--- src/rtl/bitop_accum_if.sv ---
// bitop_accum_if: valid/ready word input and frame result output for bitop_accum.
// The out_zero signal exists only when BITOP_ACCUM_ZERO_EN is defined.
interface bitop_accum_if #(
    parameter int WIDTH = 16,
    parameter int CNT_W = 4
);
    logic             in_valid;
    logic             in_ready;
    logic [WIDTH-1:0] in_data;
    logic             in_last;
    logic [1:0]       in_mode;
    logic             out_valid;
    logic             out_ready;
    logic [WIDTH-1:0] out_data;
    logic [CNT_W-1:0] out_count;
`ifdef BITOP_ACCUM_ZERO_EN
    logic             out_zero;
    modport master (output in_valid, in_data, in_last, in_mode, out_ready,
                    input in_ready, out_valid, out_data, out_count, out_zero);
    modport slave  (input in_valid, in_data, in_last, in_mode, out_ready,
                    output in_ready, out_valid, out_data, out_count, out_zero);
`else
    modport master (output in_valid, in_data, in_last, in_mode, out_ready,
                    input in_ready, out_valid, out_data, out_count);
    modport slave  (input in_valid, in_data, in_last, in_mode, out_ready,
                    output in_ready, out_valid, out_data, out_count);
`endif
endinterface

--- src/rtl/bitop_accum.sv ---
// bitop_accum: framed cumulative OR/AND/XOR/NOR over WIDTH-bit words, one result per frame.
// Optional out_zero flag is enabled with BITOP_ACCUM_ZERO_EN.
module bitop_accum #(
    parameter int WIDTH = 16,
    parameter int CNT_W = 4
) (
    input logic        clk,
    input logic        reset,
    bitop_accum_if.slave bus
);
    typedef enum logic [1:0] {IDLE, ACCUM, HOLD} state_t;

    state_t           state_q, state_d;
    logic [WIDTH-1:0] acc_q, acc_d, acc_nxt, out_data_q, out_data_d;
    logic [CNT_W-1:0] cnt_q, cnt_d, cnt_nxt, out_count_q, out_count_d;
    logic [1:0]       mode_q, mode_d, mode_eff;
    logic             first, xfer_in;
`ifdef BITOP_ACCUM_ZERO_EN
    logic             zero_q, zero_d;
`endif

    // NOR accumulates as OR; the inversion is applied only when the result is latched.
    always_comb begin
        first       = state_q == IDLE;
        mode_eff    = first ? bus.in_mode : mode_q;
        acc_nxt     = first ? bus.in_data :
                      mode_q == 2'b01 ? acc_q & bus.in_data :
                      mode_q == 2'b10 ? acc_q ^ bus.in_data : acc_q | bus.in_data;
        cnt_nxt     = first ? CNT_W'(1) : &cnt_q ? cnt_q : cnt_q + 1'b1;
        xfer_in     = bus.in_valid && state_q != HOLD;
        state_d     = state_q;
        acc_d       = acc_q;
        cnt_d       = cnt_q;
        mode_d      = mode_q;
        out_data_d  = out_data_q;
        out_count_d = out_count_q;
        if (xfer_in) begin
            acc_d   = acc_nxt;
            cnt_d   = cnt_nxt;
            mode_d  = mode_eff;
            state_d = bus.in_last ? HOLD : ACCUM;
            if (bus.in_last) begin
                out_data_d  = &mode_eff ? ~acc_nxt : acc_nxt;
                out_count_d = cnt_nxt;
            end
        end
        if (state_q == HOLD && bus.out_ready) state_d = IDLE;
`ifdef BITOP_ACCUM_ZERO_EN
        zero_d = (xfer_in && bus.in_last) ? out_data_d == '0 : zero_q;
`endif
    end

    always_ff @(posedge clk) begin
        if (reset) begin
            state_q     <= IDLE;
            acc_q       <= '0;
            cnt_q       <= '0;
            mode_q      <= 2'b00;
            out_data_q  <= '0;
            out_count_q <= '0;
`ifdef BITOP_ACCUM_ZERO_EN
            zero_q      <= 1'b0;
`endif
        end else begin
            state_q     <= state_d;
            acc_q       <= acc_d;
            cnt_q       <= cnt_d;
            mode_q      <= mode_d;
            out_data_q  <= out_data_d;
            out_count_q <= out_count_d;
`ifdef BITOP_ACCUM_ZERO_EN
            zero_q      <= zero_d;
`endif
        end
    end

    assign bus.in_ready  = state_q != HOLD;
    assign bus.out_valid = state_q == HOLD;
    assign bus.out_data  = out_data_q;
    assign bus.out_count = out_count_q;
`ifdef BITOP_ACCUM_ZERO_EN
    assign bus.out_zero  = zero_q;
`endif
endmodule

--- src/flat_wrapper.sv ---
// flat-port wrapper written by rule: the top's interface ports become plain ports
module bitop_accum_flat 
#(
    parameter int WIDTH = 16,
    parameter int CNT_W = 4
)
  (clk, reset, bus_in_valid, bus_in_data, bus_in_last, bus_in_mode, bus_out_ready, bus_in_ready, bus_out_valid, bus_out_data, bus_out_count);
  bitop_accum_if #(.WIDTH(WIDTH), .CNT_W(CNT_W)) bus_i ();
  input logic clk;
  input logic reset;
  input wire logic [$bits(bus_i.in_valid)-1:0] bus_in_valid;
  input wire logic [$bits(bus_i.in_data)-1:0] bus_in_data;
  input wire logic [$bits(bus_i.in_last)-1:0] bus_in_last;
  input wire logic [$bits(bus_i.in_mode)-1:0] bus_in_mode;
  input wire logic [$bits(bus_i.out_ready)-1:0] bus_out_ready;
  output wire logic [$bits(bus_i.in_ready)-1:0] bus_in_ready;
  output wire logic [$bits(bus_i.out_valid)-1:0] bus_out_valid;
  output wire logic [$bits(bus_i.out_data)-1:0] bus_out_data;
  output wire logic [$bits(bus_i.out_count)-1:0] bus_out_count;
  assign bus_i.in_valid = bus_in_valid;
  assign bus_i.in_data = bus_in_data;
  assign bus_i.in_last = bus_in_last;
  assign bus_i.in_mode = bus_in_mode;
  assign bus_i.out_ready = bus_out_ready;
  assign bus_in_ready = bus_i.in_ready;
  assign bus_out_valid = bus_i.out_valid;
  assign bus_out_data = bus_i.out_data;
  assign bus_out_count = bus_i.out_count;
  bitop_accum #(.WIDTH(WIDTH), .CNT_W(CNT_W)) u_core (.clk(clk), .reset(reset), .bus(bus_i));
endmodule
--- config.mk ---
export PLATFORM = sky130hd
export DESIGN_NAME = bitop_accum_flat
export DESIGN_NICKNAME = d
export VERILOG_FILES = /design/src/rtl/bitop_accum_if.sv /design/src/rtl/bitop_accum.sv /design/src/flat_wrapper.sv
export SDC_FILE = /design/constraint.sdc
export NUM_CORES = 1
export LEC_CHECK = 0
export ABC_AREA = 1
export BUFFER_PORTS_ARGS = -buffer_cell sky130_fd_sc_hd__buf_2
export CORE_MARGIN = 8
export CORE_UTILIZATION = 34
export CTS_BUF_LIST = sky130_fd_sc_hd__clkbuf_4 sky130_fd_sc_hd__clkbuf_8 sky130_fd_sc_hd__clkbuf_16
export DETAILED_ROUTE_END_ITERATION = 8
export PLACE_DENSITY = 0.56
export SYNTH_ARGS = -nofsm -noshare
export SYNTH_HDL_FRONTEND = slang
export SYNTH_SLANG_ARGS = --single-unit
export TNS_END_PERCENT = 100
--- constraint.sdc ---
create_clock -name clk -period 1.9 [get_ports clk]
set_input_delay 0 -clock clk [delete_from_list [all_inputs] [get_ports clk]]
set_output_delay 0 -clock clk [all_outputs]
set_load 0.005 [all_outputs]
# After elaboration in Yosys (flattened, before gate mapping)
# Cells that the tools add are included.
totals:
  regBits: 44
  in_bits: 23
  out_inout_bits: 22
  wordCells: 30
classes:
  n_addsub: 1
  n_eq_ne: 4
  n_mux: 8
  n_bitwise: 4
  reduce_logical: 7
op_table:
  columns: ["op", "count"]
  rows:
  - ["$mux W16", 4]
  - ["$and A16 B16 Y16", 1]
  - ["$not A16 Y16", 1]
  - ["$or A16 B16 Y16", 1]
  - ["$xor A16 B16 Y16", 1]
  - ["$mux W4", 2]
  - ["$add A4 B1 Y4 const B", 1]
  - ["$eq A2 B2 Y1 const B", 2]
  - ["$mux W2", 2]
  - ["$reduce_and A2 Y1", 2]
  - ["$reduce_and A4 Y1", 1]
  - ["$eq A2 B1 Y1 const B", 1]
  - ["$logic_and A1 B1 Y1", 2]
  - ["$logic_not A2 Y1", 1]
  - ["$ne A2 B2 Y1 const B", 1]
  - ["$reduce_or A2 Y1", 1]

# Depth between registers and ports, before layout
depth:
  ltp_word: 6
  ltp_mapped: 12
  depth_no_buf: 11

# Least setup slack after synthesis
# OpenSTA, ideal clock, no wires.
synth_timing:
  kind: "register to register"
  from: "register u_core.state_q[0]"
  to: "register u_core.out_data_q[7] (netlist: u_core.bus.out_data[7])"
  setup_time_ns: 0.109
  arrival_time_ns: 1.183
  required_time_ns: 1.791
  slack_ns: 0.609
  stages_incl_launch_ff: 11
  n_path_buf: 2
  period_less_slack_ns: 1.291
  path_cell_list: "dfxtp_1 > nor2_2 > buf_6 > nand2_1 > nand2_1 > nand2_4 > buf_6 > nand3_1 > nand3_1 > nand2_1 > inv_1"
synth_between:
  elab_chain_len: 4
  elab_cells_between_ends: 9
  cone_classes: "eq/ne: 1; mux: 3; bitwise: 1; reduce/logical: 4"
synth_rtl:
  columns: ["element", "line_no", "text"]
  rows:
  - ["start, declared", "bitop_accum.sv:13", "state_t state_q, state_d;"]
  - ["start signal, assigned", "bitop_accum.sv:65", "state_q <= state_d;"]
  - ["$logic_not A2 Y1", "bitop_accum.sv:24", "first = state_q == IDLE;"]
  - ["$mux W2 / $mux W16 (equally long branches)", "bitop_accum.sv:25, bitop_accum.sv:26", null]
  - ["$reduce_and A2 Y1 / $not A16 Y16 (equally long branches)", "bitop_accum.sv:43", "out_data_d = &mode_eff ? ~acc_nxt : acc_nxt;"]
  - ["$mux W16", "bitop_accum.sv:43", null]
  - ["end signal, assigned", "bitop_accum.sv:69", "out_data_q <= out_data_d;"]
  - ["end, declared", "bitop_accum.sv:14", "logic [WIDTH-1:0] acc_q, acc_d, acc_nxt, out_data_q, out_data_d;"]
# Several ways; a longest one is shown, not always the timed one.
# A chain may end at the register's enable or synchronous reset.

# Worst setup path in the final report
layout_timing:
  from: "input reset"
  to: "register u_core.state_q[1]"
layout_between:
  elab_chain_len: 1
layout_rtl:
  columns: ["element", "line_no", "text"]
  rows:
  - ["start, declared", "flat_wrapper.sv:10", "input logic reset;"]
  - ["$reduce_or A2 Y1 (no line)", null, null]
# No other way between the ends.

==> results.md <==
- The run finished with clean final reports.
- The share of total power dissipated in the clock network is 0.295.
- In this run the power spent charging and discharging nets is 0.000930 W.
- At the end of routability-driven placement, the weighted congestion stood at 0.776.
- The path category of the worst min-delay check is primary input to flip-flop.
- The clock-pin slew reported for the worst setup and hold paths after clock tree synthesis is 0.09 ns.
- The clock skew is 0.00768 ns.
- The minimum period implied by the final worst setup slack is 1.77 ns.
- The final hold violation count came to 0.
- Of the total power, the share spent switching nets is 0.346.
- Counting every sink on the clock net gives 44.
- The TritonCTS clock tree is yes.
- The post-route fraction of the period consumed by the critical path is 0.934.
- Yosys printed 0 warnings.
- The growth of design area from synthesis to finish is 15.8%.
- The total via count after detailed routing is 3075.
- For the final routed database, the setup TNS stands at 0 ns.
- The capturing element type of the critical path is a flip-flop.
- For this design the static power due to leakage is 2.12 nW.
- The number of resized instances in the post-cts repair step is 0.
- The highest clock rate is 0.564 GHz.
- The number of optimization iterations in the first detailed-route pass is 4.
- The aggregate global-route resource usage is 0.138.
- Synthesis inferred 44 register bits.
- The post-CTS setup buffer count is 0.
- The largest net degree at the start of global routing is 39.
- After detailed placement, the total cell area comes to 0.00361 mm².
- After the first detailed-routing iteration, the DRC count stood at 75.
- In this run the deepest clock path goes through 2 buffers.
- The clock insertion delay at the later pin of the skew report is 0.30 ns.
- The design draws 0.00268 W.
- Power spread over the standard cell area amounts to 712 mW/mm².
- Once detail routing completed, the nets flagged for antenna violations numbered 0.
- The fraction of layout instances using a drive strength above 1 is 0.152.
- The root buffer selected by CTS is sky130_fd_sc_hd__clkbuf_8.
- In the final routed layout, each cell accounts on average for 12.6 µm.
- The placement row count is 35.
- The worst-path cell with the longest stage delay is sky130_fd_sc_hd__dlygate4sd3_1.
- The largest incremental delay on the critical path is 0.55 ns.
- Measured along the y axis, the die boundary spans 114 µm.
- The slew at the pin closest to its max-slew limit is 0.486 ns.
- The remaining global-route overflow is 0.
- The post-layout net count is 596.
- The peak supply drop is 345 µV.
- The via density per instance is 4.58.
- Synthesis handed over a netlist of 497 instances.
- The signal arrival time at the worst endpoint is 2.03 ns.
- The synthesized area per cell is 6.55 µm².
- Counting distinct cell types in the post-synthesis netlist gives 27.
- In this run, post-CTS hold repair placed 4 buffers.
- The share of total power in sequential cells is 0.394.
- The total wirelength of the detailed-routed design is 8.46 mm.
- The number of levels in the clock H-tree is 2.
- Traced cell by cell, the critical path runs through dlygate4sd3_1 -> buf_2 -> inv_1 -> buf_12 -> nand2_1 -> a21oi_1 -> dlygate4sd3_1.
- The number of DRC violations after detailed routing is 0.
- The sequential area share after synthesis is 0.270.
- The number of buffers added by the clock tree synthesis step is 5.
- The internal portion of total power is 0.00176 W.
- The area of all placed cells without fillers is 0.00377 mm².
- The critical path in this run is classified as primary input to flip-flop.
- Setup repair after global routing left no endpoint under its margin.
- The number of maximum-capacitance constraint violations is 0.
- Buffers placed on the I/O ports in this run total 44.
- The floorplan step defined a die boundary enclosing 0.0130 mm².
- The tightest slew margin relative to the limit is 0.675.
- The HPWL after detailed placement is 5.87 mm.
- The core area is 0.00928 mm².
- In this run the horizontal extent of the chip is 114 µm.
- The final number of max-transition violations came to 0.
- The worst-path maximum fanout is 30.
- Of the total power, combinational logic draws 0.311.
- The number of antenna violations at the first check in global routing was 0.
- The startpoint kind of the worst setup timing path is a primary input.
- The starting utilization of the core area is 0.351.
- Setup violations remaining at the end of the flow were counted as 0.
- In this run the count of I/O pins placed on the die edge is 45.
- The number of global-route vias before repair is 3065.
- The worst-case hold slack is 0.0333 ns.
- The first global-routing pass estimated 14.6 mm of wire.
- The cell with the most instances on the worst path is sky130_fd_sc_hd__dlygate4sd3_1.
- For the worst setup path, the data required time is 2.15 ns.
- Counting every net in the synthesized netlist gives 553.
- Summing every instance area after synthesis gives 0.00326 mm².
==> Yosys cell counts <==
cell	n	area, µm²
sky130_fd_sc_hd__nand2_1	131	492
sky130_fd_sc_hd__inv_1	87	327
sky130_fd_sc_hd__nand3_1	80	400
sky130_fd_sc_hd__dfxtp_1	44	881
sky130_fd_sc_hd__ha_1	33	413
sky130_fd_sc_hd__a21oi_1	27	135
sky130_fd_sc_hd__o21ai_0	22	110
sky130_fd_sc_hd__o21a_1	16	120
sky130_fd_sc_hd__buf_2	9	45.0
sky130_fd_sc_hd__buf_4	7	52.6
sky130_fd_sc_hd__buf_6	5	56.3
sky130_fd_sc_hd__clkbuf_1	5	18.8
sky130_fd_sc_hd__inv_2	5	18.8
sky130_fd_sc_hd__o21ai_1	5	25.0
sky130_fd_sc_hd__nor2_1	3	11.3
sky130_fd_sc_hd__a211oi_1	2	15.0
sky130_fd_sc_hd__inv_4	2	12.5
sky130_fd_sc_hd__nand2_2	2	12.5
sky130_fd_sc_hd__nand2_4	2	22.5
sky130_fd_sc_hd__nand3b_1	2	15.0
sky130_fd_sc_hd__nor2_4	2	22.5
sky130_fd_sc_hd__clkinv_1	1	3.75
sky130_fd_sc_hd__nand2_8	1	20.0
sky130_fd_sc_hd__nor2_2	1	6.26
sky130_fd_sc_hd__nor3_1	1	5.00
sky130_fd_sc_hd__o211ai_1	1	7.51
sky130_fd_sc_hd__o21ai_2	1	8.76
==> cell usage in the layout (no fill, tap or decap), types with 2 or more instances in the layout <==
cell and count:
sky130_fd_sc_hd__inv_4 2, sky130_fd_sc_hd__dfxtp_1 44, sky130_fd_sc_hd__nor2_1 3, sky130_fd_sc_hd__nor2_4 2
sky130_fd_sc_hd__a211oi_1 2, sky130_fd_sc_hd__nand3_1 80, sky130_fd_sc_hd__nand2_2 2, sky130_fd_sc_hd__buf_2 44
sky130_fd_sc_hd__o21ai_0 22, sky130_fd_sc_hd__inv_2 5, sky130_fd_sc_hd__clkbuf_8 6, sky130_fd_sc_hd__o21a_1 16
sky130_fd_sc_hd__a21oi_1 27, sky130_fd_sc_hd__buf_4 11, sky130_fd_sc_hd__ha_1 33, sky130_fd_sc_hd__nand2_1 131
sky130_fd_sc_hd__nand2_4 2, sky130_fd_sc_hd__inv_1 87, sky130_fd_sc_hd__o21ai_1 5, sky130_fd_sc_hd__dlygate4sd3_1 4
sky130_fd_sc_hd__nand3b_1 2, sky130_fd_sc_hd__buf_12 3
==> state kept, by name (all words and copies together), names as in the netlist <==
register / cells
u_core.acc_q: 16
u_core.bus.out_count: 4
u_core.bus.out_data: 16
u_core.cnt_q: 4
u_core.mode_q: 2
u_core.state_q: 2
==> per-layer routing <==
layer / routed length [µm] / share of wire / GRT usage / vias up
met5: 0 / 0 / 0 / -
met4: 76 / 0.0090 / 0.0390 / 0
met3: 392 / 0.046 / 0.0259 / 5
met2: 4060 / 0.48 / 0.247 / 57
met1: 3940 / 0.47 / 0.162 / 1367
li1: - / - / - / 1646
==> power by group through the flow <==
stage / Combinational, W / Sequential, W / Clock, W
floorplan: 0.000610 / 0.00107 / 0
global placement: 0.000824 / 0.00108 / 0
detailed placement: 0.000838 / 0.00108 / 0
CTS: 0.000848 / 0.00106 / 0.000826
global route: 0.000972 / 0.00107 / 0.000851
finish: 0.000835 / 0.00106 / 0.000793
==> cell families (layout without fill, tap and decap cells) <==
logic type,after synthesis,after routing,synth area share
AND/OR/NAND/NOR,225,225,0.309
buffers and inverters,121,165,0.164
AO/OA/AOI/OAI,74,74,0.129
flip-flops,44,44,0.270
adder cells (fa/ha/maj),33,33,0.127
other,0,1,0
==> worst max-delay path, delay by kind of cell <==
kind            cells  cell delay (ns)
compound gates      1             0.11
buf+inv             5             1.79
simple gates        1             0.11
==> worst paths after layout <==
| check | start | endpoint | slack [ns] | cells past startpoint |
|---|---|---|---|---|
| worst max-delay path | reset | u_core.state_q[1]$_SDFFE_PP0P_ | 0.13 | 7 |
| worst min-delay path | bus_in_valid | u_core.state_q[0]$_SDFFE_PP0P_ | 0.03 | 3 |
| worst max register to register | u_core.state_q[0]$_SDFFE_PP0P_ | u_core.bus.out_data[3]$_SDFFE_PP0P_ | 0.31 | 9 |
| worst min register to register | u_core.bus.out_count[2]$_SDFFE_PP0P_ | u_core.bus.out_count[2]$_SDFFE_PP0P_ | 0.47 | 2 |
==> per-stage QoR <==
stage,worst slack [ns],utilization,cells
2_1_floorplan,0.609,-,497
3_3_place_gp,0.342,0.389,658
3_5_place_dp,0.309,0.389,658
4_1_cts,0.144,0.406,670
5_1_grt,0.0727,0.406,670
6_report,0.126,0.406,671
==> layout make-up <==
type | instances | area [µm²]
multi-input combinational | 332 | 1840
fill | 1029 | 5510
antenna | 1 | 2.50
timing repair buffer | 62 | 403
tap | 129 | 161
sequential | 44 | 881
inverter | 95 | 362
clock inverter | 2 | 38.8
clock buffer | 6 | 82.6
Note: power is estimated with default switching activity, not from simulation.
